--- config.mk ---
export PLATFORM = sky130hd
export DESIGN_NAME = ascii_to_hid_report
export DESIGN_NICKNAME = d
export VERILOG_FILES = /design/src/rtl/ascii_to_hid_report.sv
export SDC_FILE = /design/constraint.sdc
export NUM_CORES = 1
export LEC_CHECK = 0
export ABC_AREA = 1
export CELL_PAD_IN_SITES_DETAIL_PLACEMENT = 0
export CELL_PAD_IN_SITES_GLOBAL_PLACEMENT = 1
export CORE_MARGIN = 10
export CORE_UTILIZATION = 44
export CTS_BUF_LIST = sky130_fd_sc_hd__clkbuf_4
export DETAILED_ROUTE_END_ITERATION = 12
export HOLD_SLACK_MARGIN = 0.08
export PLACE_DENSITY = 0.79
export SETUP_SLACK_MARGIN = 0.2
export SLEW_MARGIN = 30
export SYNTH_ARGS = -nofsm -noshare
export SYNTH_HDL_FRONTEND = slang
export SYNTH_SLANG_ARGS = --single-unit
--- constraint.sdc ---
create_clock -name clk -period 2.5 [get_ports clk]
set_clock_uncertainty 0.1 [all_clocks]
set_input_delay 0.25 -clock clk [delete_from_list [all_inputs] [get_ports clk]]
set_output_delay 0.25 -clock clk [all_outputs]
set_load 0.05 [all_outputs]
--- src/rtl/ascii_to_hid_report.sv ---
// ascii_to_hid_report: buffers ASCII characters and types each one as a HID press/release report pair
module ascii_to_hid_report #(
  parameter int unsigned HOLD_CYCLES = 500000,
  parameter int unsigned GAP_CYCLES  = 500000,
  parameter int unsigned FIFO_DEPTH  = 16
) (
  input  logic       clk,
  input  logic       rst,
  input  logic       NewKey,
  input  logic [7:0] Ascii,
  output logic [7:0] Rmodifiers,
  output logic [7:0] R0,
  output logic       Report_Valid,
  output logic       Busy,
  output logic       Full,
  output logic       Overflow,
  output logic       Unmapped
);
  localparam int AW = $clog2(FIFO_DEPTH);
  localparam int CW = AW + 1;
  localparam logic [CW-1:0] FULL_CNT = CW'(FIFO_DEPTH);
  typedef enum logic [1:0] {IDLE, HOLD, GAP} state_t;
  state_t state_q, state_d;
  logic [7:0] mem_q [FIFO_DEPTH];
  logic [AW-1:0] wp_q, wp_d, rp_q, rp_d;
  logic [CW-1:0] count_q, count_d;
  logic [31:0] cnt_q, cnt_d;
  logic [7:0] ch_q, ch_d, mod_q, mod_d, r0_q, r0_d;
  logic pend_q, pend_d, rv_q, rv_d, unm_q, unm_d, ovf_q, ovf_d, busy_q, busy_d;
  logic push, pop;
  logic [9:0] map;
  function automatic logic [9:0] map_char(input logic [7:0] c);
    if (c >= "a" && c <= "z") return {2'b10, c - 8'h5d};
    if (c >= "A" && c <= "Z") return {2'b11, c - 8'h3d};
    if (c >= "1" && c <= "9") return {2'b10, c - 8'h13};
    case (c)
      "0":    return {2'b10, 8'h27};
      "!":    return {2'b11, 8'h1e};
      "@":    return {2'b11, 8'h1f};
      "#":    return {2'b11, 8'h20};
      "$":    return {2'b11, 8'h21};
      "%":    return {2'b11, 8'h22};
      "^":    return {2'b11, 8'h23};
      "&":    return {2'b11, 8'h24};
      "*":    return {2'b11, 8'h25};
      "(":    return {2'b11, 8'h26};
      ")":    return {2'b11, 8'h27};
      8'h0d:  return {2'b10, 8'h28};
      8'h1b:  return {2'b10, 8'h29};
      8'h08:  return {2'b10, 8'h2a};
      8'h09:  return {2'b10, 8'h2b};
      " ":    return {2'b10, 8'h2c};
      "-":    return {2'b10, 8'h2d};
      "=":    return {2'b10, 8'h2e};
      "[":    return {2'b10, 8'h2f};
      "]":    return {2'b10, 8'h30};
      "\\":   return {2'b10, 8'h31};
      ";":    return {2'b10, 8'h33};
      "'":    return {2'b10, 8'h34};
      8'h60:  return {2'b10, 8'h35};
      ",":    return {2'b10, 8'h36};
      ".":    return {2'b10, 8'h37};
      "/":    return {2'b10, 8'h38};
      "_":    return {2'b11, 8'h2d};
      "+":    return {2'b11, 8'h2e};
      "{":    return {2'b11, 8'h2f};
      "}":    return {2'b11, 8'h30};
      "|":    return {2'b11, 8'h31};
      ":":    return {2'b11, 8'h33};
      "\"":   return {2'b11, 8'h34};
      "~":    return {2'b11, 8'h35};
      "<":    return {2'b11, 8'h36};
      ">":    return {2'b11, 8'h37};
      "?":    return {2'b11, 8'h38};
      default: return 10'd0;
    endcase
  endfunction
  always_comb begin
    map = map_char(ch_q);
    push = NewKey && !Full;
    pop = state_q == IDLE && !pend_q && count_q != '0;
    wp_d = push ? wp_q + 1'b1 : wp_q;
    rp_d = pop ? rp_q + 1'b1 : rp_q;
    count_d = count_q + CW'(push) - CW'(pop);
    ovf_d = NewKey && Full;
    busy_d = state_q != IDLE || pend_q || count_q != '0;
    state_d = state_q;
    cnt_d = cnt_q;
    pend_d = pend_q;
    ch_d = ch_q;
    mod_d = mod_q;
    r0_d = r0_q;
    rv_d = 1'b0;
    unm_d = 1'b0;
    case (state_q)
      HOLD: begin
        cnt_d = cnt_q == HOLD_CYCLES ? '0 : cnt_q + 1;
        state_d = cnt_q == HOLD_CYCLES ? GAP : HOLD;
        mod_d = cnt_q == HOLD_CYCLES ? 8'h00 : mod_q;
        r0_d = cnt_q == HOLD_CYCLES ? 8'h00 : r0_q;
        rv_d = cnt_q == HOLD_CYCLES;
      end
      GAP: begin
        cnt_d = cnt_q + 1;
        state_d = cnt_q == GAP_CYCLES - 1 ? IDLE : GAP;
      end
      default: begin
        if (pend_q) begin
          pend_d = 1'b0;
          unm_d = !map[9];
          rv_d = map[9];
          state_d = map[9] ? HOLD : IDLE;
          cnt_d = map[9] ? 32'd1 : cnt_q;
          mod_d = map[9] ? {6'b0, map[8], 1'b0} : mod_q;
          r0_d = map[9] ? map[7:0] : r0_q;
        end else if (pop) begin
          pend_d = 1'b1;
          ch_d = mem_q[rp_q];
        end
      end
    endcase
  end
  always_ff @(posedge clk) begin
    if (push) mem_q[wp_q] <= Ascii;
    if (rst) begin
      state_q <= IDLE;
      wp_q <= '0;
      rp_q <= '0;
      count_q <= '0;
      cnt_q <= '0;
      ch_q <= '0;
      mod_q <= '0;
      r0_q <= '0;
      pend_q <= 1'b0;
      rv_q <= 1'b0;
      unm_q <= 1'b0;
      ovf_q <= 1'b0;
      busy_q <= 1'b0;
    end else begin
      state_q <= state_d;
      wp_q <= wp_d;
      rp_q <= rp_d;
      count_q <= count_d;
      cnt_q <= cnt_d;
      ch_q <= ch_d;
      mod_q <= mod_d;
      r0_q <= r0_d;
      pend_q <= pend_d;
      rv_q <= rv_d;
      unm_q <= unm_d;
      ovf_q <= ovf_d;
      busy_q <= busy_d;
    end
  end
  assign Rmodifiers = mod_q;
  assign R0 = r0_q;
  assign Report_Valid = rv_q;
  assign Busy = busy_q;
  assign Full = count_q == FULL_CNT;
  assign Overflow = ovf_q;
  assign Unmapped = unm_q;
endmodule
==> metrics.md <==
| Metric | Value |
|---|---|
| Chip height | 173.3 um |
| Share of cells above drive strength 1 | 18.09% |
| P_leak | 4.862 nW |
| Die area | 30020 um2 |
| WP data required | 2940 ps |
| Yosys reg bits | 197 |
| H-tree depth | 4 |
| Cell Chain, Critical Path | clkinvlp_4, buf_4, ha_4, buf_4, nand4_2, nand4_4, nand2_4, nor2_8, buf_12, nand3_4, buf_4, nand3_4, a21oi_1, nor2_1 |
| Most frequent CP cell | buf_4 |
| Core Footprint | 23260 um2 |
| Area grow syn2layout | 19.93% |
| Tot Pwr | 13.84 mW |
| Final count of negative-setup-slack endpoints | 0 |
| Met3 global-route usage | 2.788% |
| Top_reg_cell synth | edfxtp_1 |
| Final Net Count | 1364 |
| First-pass GRT wire length | 41670 um |
| Grt met1 use | 21.94% |
| Sink Count | 197 |
| Cells after synthesis | 1231 |
| Post-synthesis sequential area ratio | 50.56% |
| Leading area contributor after synthesis | edfxtp_1 |
| Synth warn | 0 |
| FMAX | 422.2 MHz |
| Global-route usage over all layers | 16.89% |
| GP Congestion | 0.9036 |
| IO buf count | 24 |
| DR WL/cell | 15.91 um |
| DR pass1 iterations | 5 |
| P per Cell Area | 1117 nW/um2 |
| Setup Crit Path Kind | flop to flop |
| Post-synth EDFFs | 128 |
| CP max FO | 6 |
| Number of buffers created by CTS | 17 |
| Routed Antenna Nets | 0 |
| Buf/Inv on CP | 5 |
| Cell Area, Synth | 10330 um2 |
| Hold WC Path Type | primary input to flop |
| Critical path arrival | 2810 ps |
| Initial antenna violation count | 1 |
| Fin. max-slew vios | 0 |
| DP HPWL | 17530 um |
| Final worst-path cycle share | 94.74% |
| Critical path's slowest cell | dfxtp_4 |
| IO Pins | 32 |
| Max stage delay on crit path | 430 ps |
| Filler cells | 2199 |
| Vias in the first global route | 7896 |
| Setup_tns | 0 ps |
| CTS Buffer Depth | 2 |
| Worst reg2reg path startpoint | ch_q[1]$_SDFFE_PP0P_ |
| Asr flop ratio synth | 0% |
| Clock Latency Late Sink | 610 ps |
| Post-layout min period | 2368 ps |
| Routed WL | 26390 um |
| Residual DRC | 0 |
| Top delay family on crit path | buffers and inverters |
| Final Hold Viols | 0 |
| Core Util, Final | 53.28% |
| Critical Path Start | ch_q[1]$_SDFFE_PP0P_ |
| Pin count of the biggest net entering global routing | 46 |
| Yosys top cell area share | 37.19% |
| Initial DRC count | 579 |
| Total grt overflow | 0 |
| Vias | 8604 |
| Synth area leaders | edfxtp_1 37%, dfxtp_1 13%, nand2_1 9.0% |
| Clock transition at the registers of the reported paths | 220 ps |
| Max Cap Viol | 0 |
| Synth unique cells | 43 |
| Row count | 56 |
| Status | completed |
| Syn avg cell area | 8.396 um2 |
| Tightest Pin Transition | 644.1 ps |
| CTS tree | yes |
| Peak supply drop | 749.4 uV |
| M2 GR Usage | 28.18% |
| Startpoint types | flop |
| Normalized max-slew margin | 57.06% |
| Worst Setup End Kind | flop |
| GRT busiest layer | met2 |
| Via density per instance | 5.186 |
| Worst hold start | rst |
| Initial Util | 44.43% |
| RSZ-0062 raised after global routing | true |
| Most common cell after layout, fill and taps aside | nand2_1 |
| Die W | 173.3 um |
| Most frequent cells in the layout | 238 x nand2_1, 217 x nor2_1, 128 x edfxtp_1 |
| Root Buffer | clkbuf_4 |
through the flow:
step / cell area [um2] / hold slack, ps / instances / setup WS [ps]
2_1_floorplan: 10370 / 248.9 / 1237 / 168.4
3_3_place_gp: 11150 / 326.6 / 1577 / 77.46
3_5_place_dp: 11150 / 328.8 / 1577 / 30.20
4_1_cts: 11960 / 284.4 / 1638 / 101.2
5_1_grt: 12390 / 331.9 / 1659 / -15.69
6_report: 12390 / 326.5 / 1659 / 131.5
report_power, final:
| group | switching, mW | internal (mW) | total [mW] |
|---|---|---|---|
| Combinational | 4.26 | 3.04 | 7.30 |
| Sequential | 0.569 | 3.97 | 4.54 |
| Clock | 1.44 | 0.560 | 2.00 |
| Total | 6.27 | 7.57 | 13.8 |
worst paths after layout:
path                              to  slack (ps)  cells past startpoint
setup reg to reg  R0[0]$_SDFFE_PP0P_         130                     14
hold / removal    R0[2]$_SDFFE_PP0P_         330                      3
hold reg to reg   R0[6]$_SDFFE_PP0P_         350                      2
setup / recovery  R0[0]$_SDFFE_PP0P_         130                     14
logic make-up after synthesis:
group	Yosys count	synth area share [%]
compound gates	166	9.734
xor+xnor	13	1.102
fa+ha+maj	28	3.462
buf+inv	178	7.458
flops	197	50.56
mux	17	1.646
other cells	1	0.03628
simple gates	631	26.00
sequential cells by signal, indices dropped and copies added, names as in the netlist:
| register | count |
|---|---|
| Unmapped | 1 |
| Rmodifiers | 1 |
| Overflow | 1 |
| ch_q | 8 |
| R0 | 8 |
| mem_q | 128 |
| wp_q | 4 |
| count_q | 5 |
| Busy | 1 |
| pend_q | 1 |
| state_q | 2 |
| cnt_q | 32 |
| Report_Valid | 1 |
| rp_q | 4 |
what timing repair did:
item,CTS,global route
resized for setup,50,70
cloned,2,5
buffers inserted,26,14
setup endpoints to repair,40,50
hold endpoints to repair,1,0
pin swaps,13,40
hold buffers,1,0
Yosys cell counts, drive strengths merged, types with 3 or more instances:
library cell and count:
nand2 258, clkbuf 24, a21oi 44, nor4 5, o32ai 11, ha 27
mux2i 17, clkinv 3, o2111ai 3, inv 117, nand4 20, o21ai 67
buf 34, nand3 73, nor3 33, nor2 240, o221ai 17, xor2 12
edfxtp 128, dfxtp 69, o211ai 21
layout make-up:
type | count | area (um2) | share of cell area (%)
Sequential cell | 197 | 5251 | 42.37
Multi-Input combinational cell | 864 | 4740 | 38.24
Timing Repair Buffer | 125 | 1175 | 9.479
Inverter | 120 | 465.4 | 3.755
Tap cell | 319 | 399.1 | 3.220
Clock inverter | 15 | 231.5 | 1.868
Clock buffer | 17 | 127.6 | 1.030
Antenna cell | 2 | 5.005 | 0.04038
layer usage:
metal | wire (um) | share of wire (%) | up-vias
met3 | 1269 | 4.8 | 39
met4 | 455 | 1.7 | 0
met2 | 12770 | 48 | 206
met5 | 0 | 0 | -
met1 | 11900 | 45 | 4037
li1 | - | - | 4322
worst reg2reg max path, delay by kind of cell, from the launching register on:
kind                       cells  cell delay [ps]
DFF                            1              430
adders and majority gates      1              170
buffers and inverters          5              740
and+or+nand+nor                7              660
AOI/OAI and AO/OA              1              200
Power figures use the tool's default switching activity.
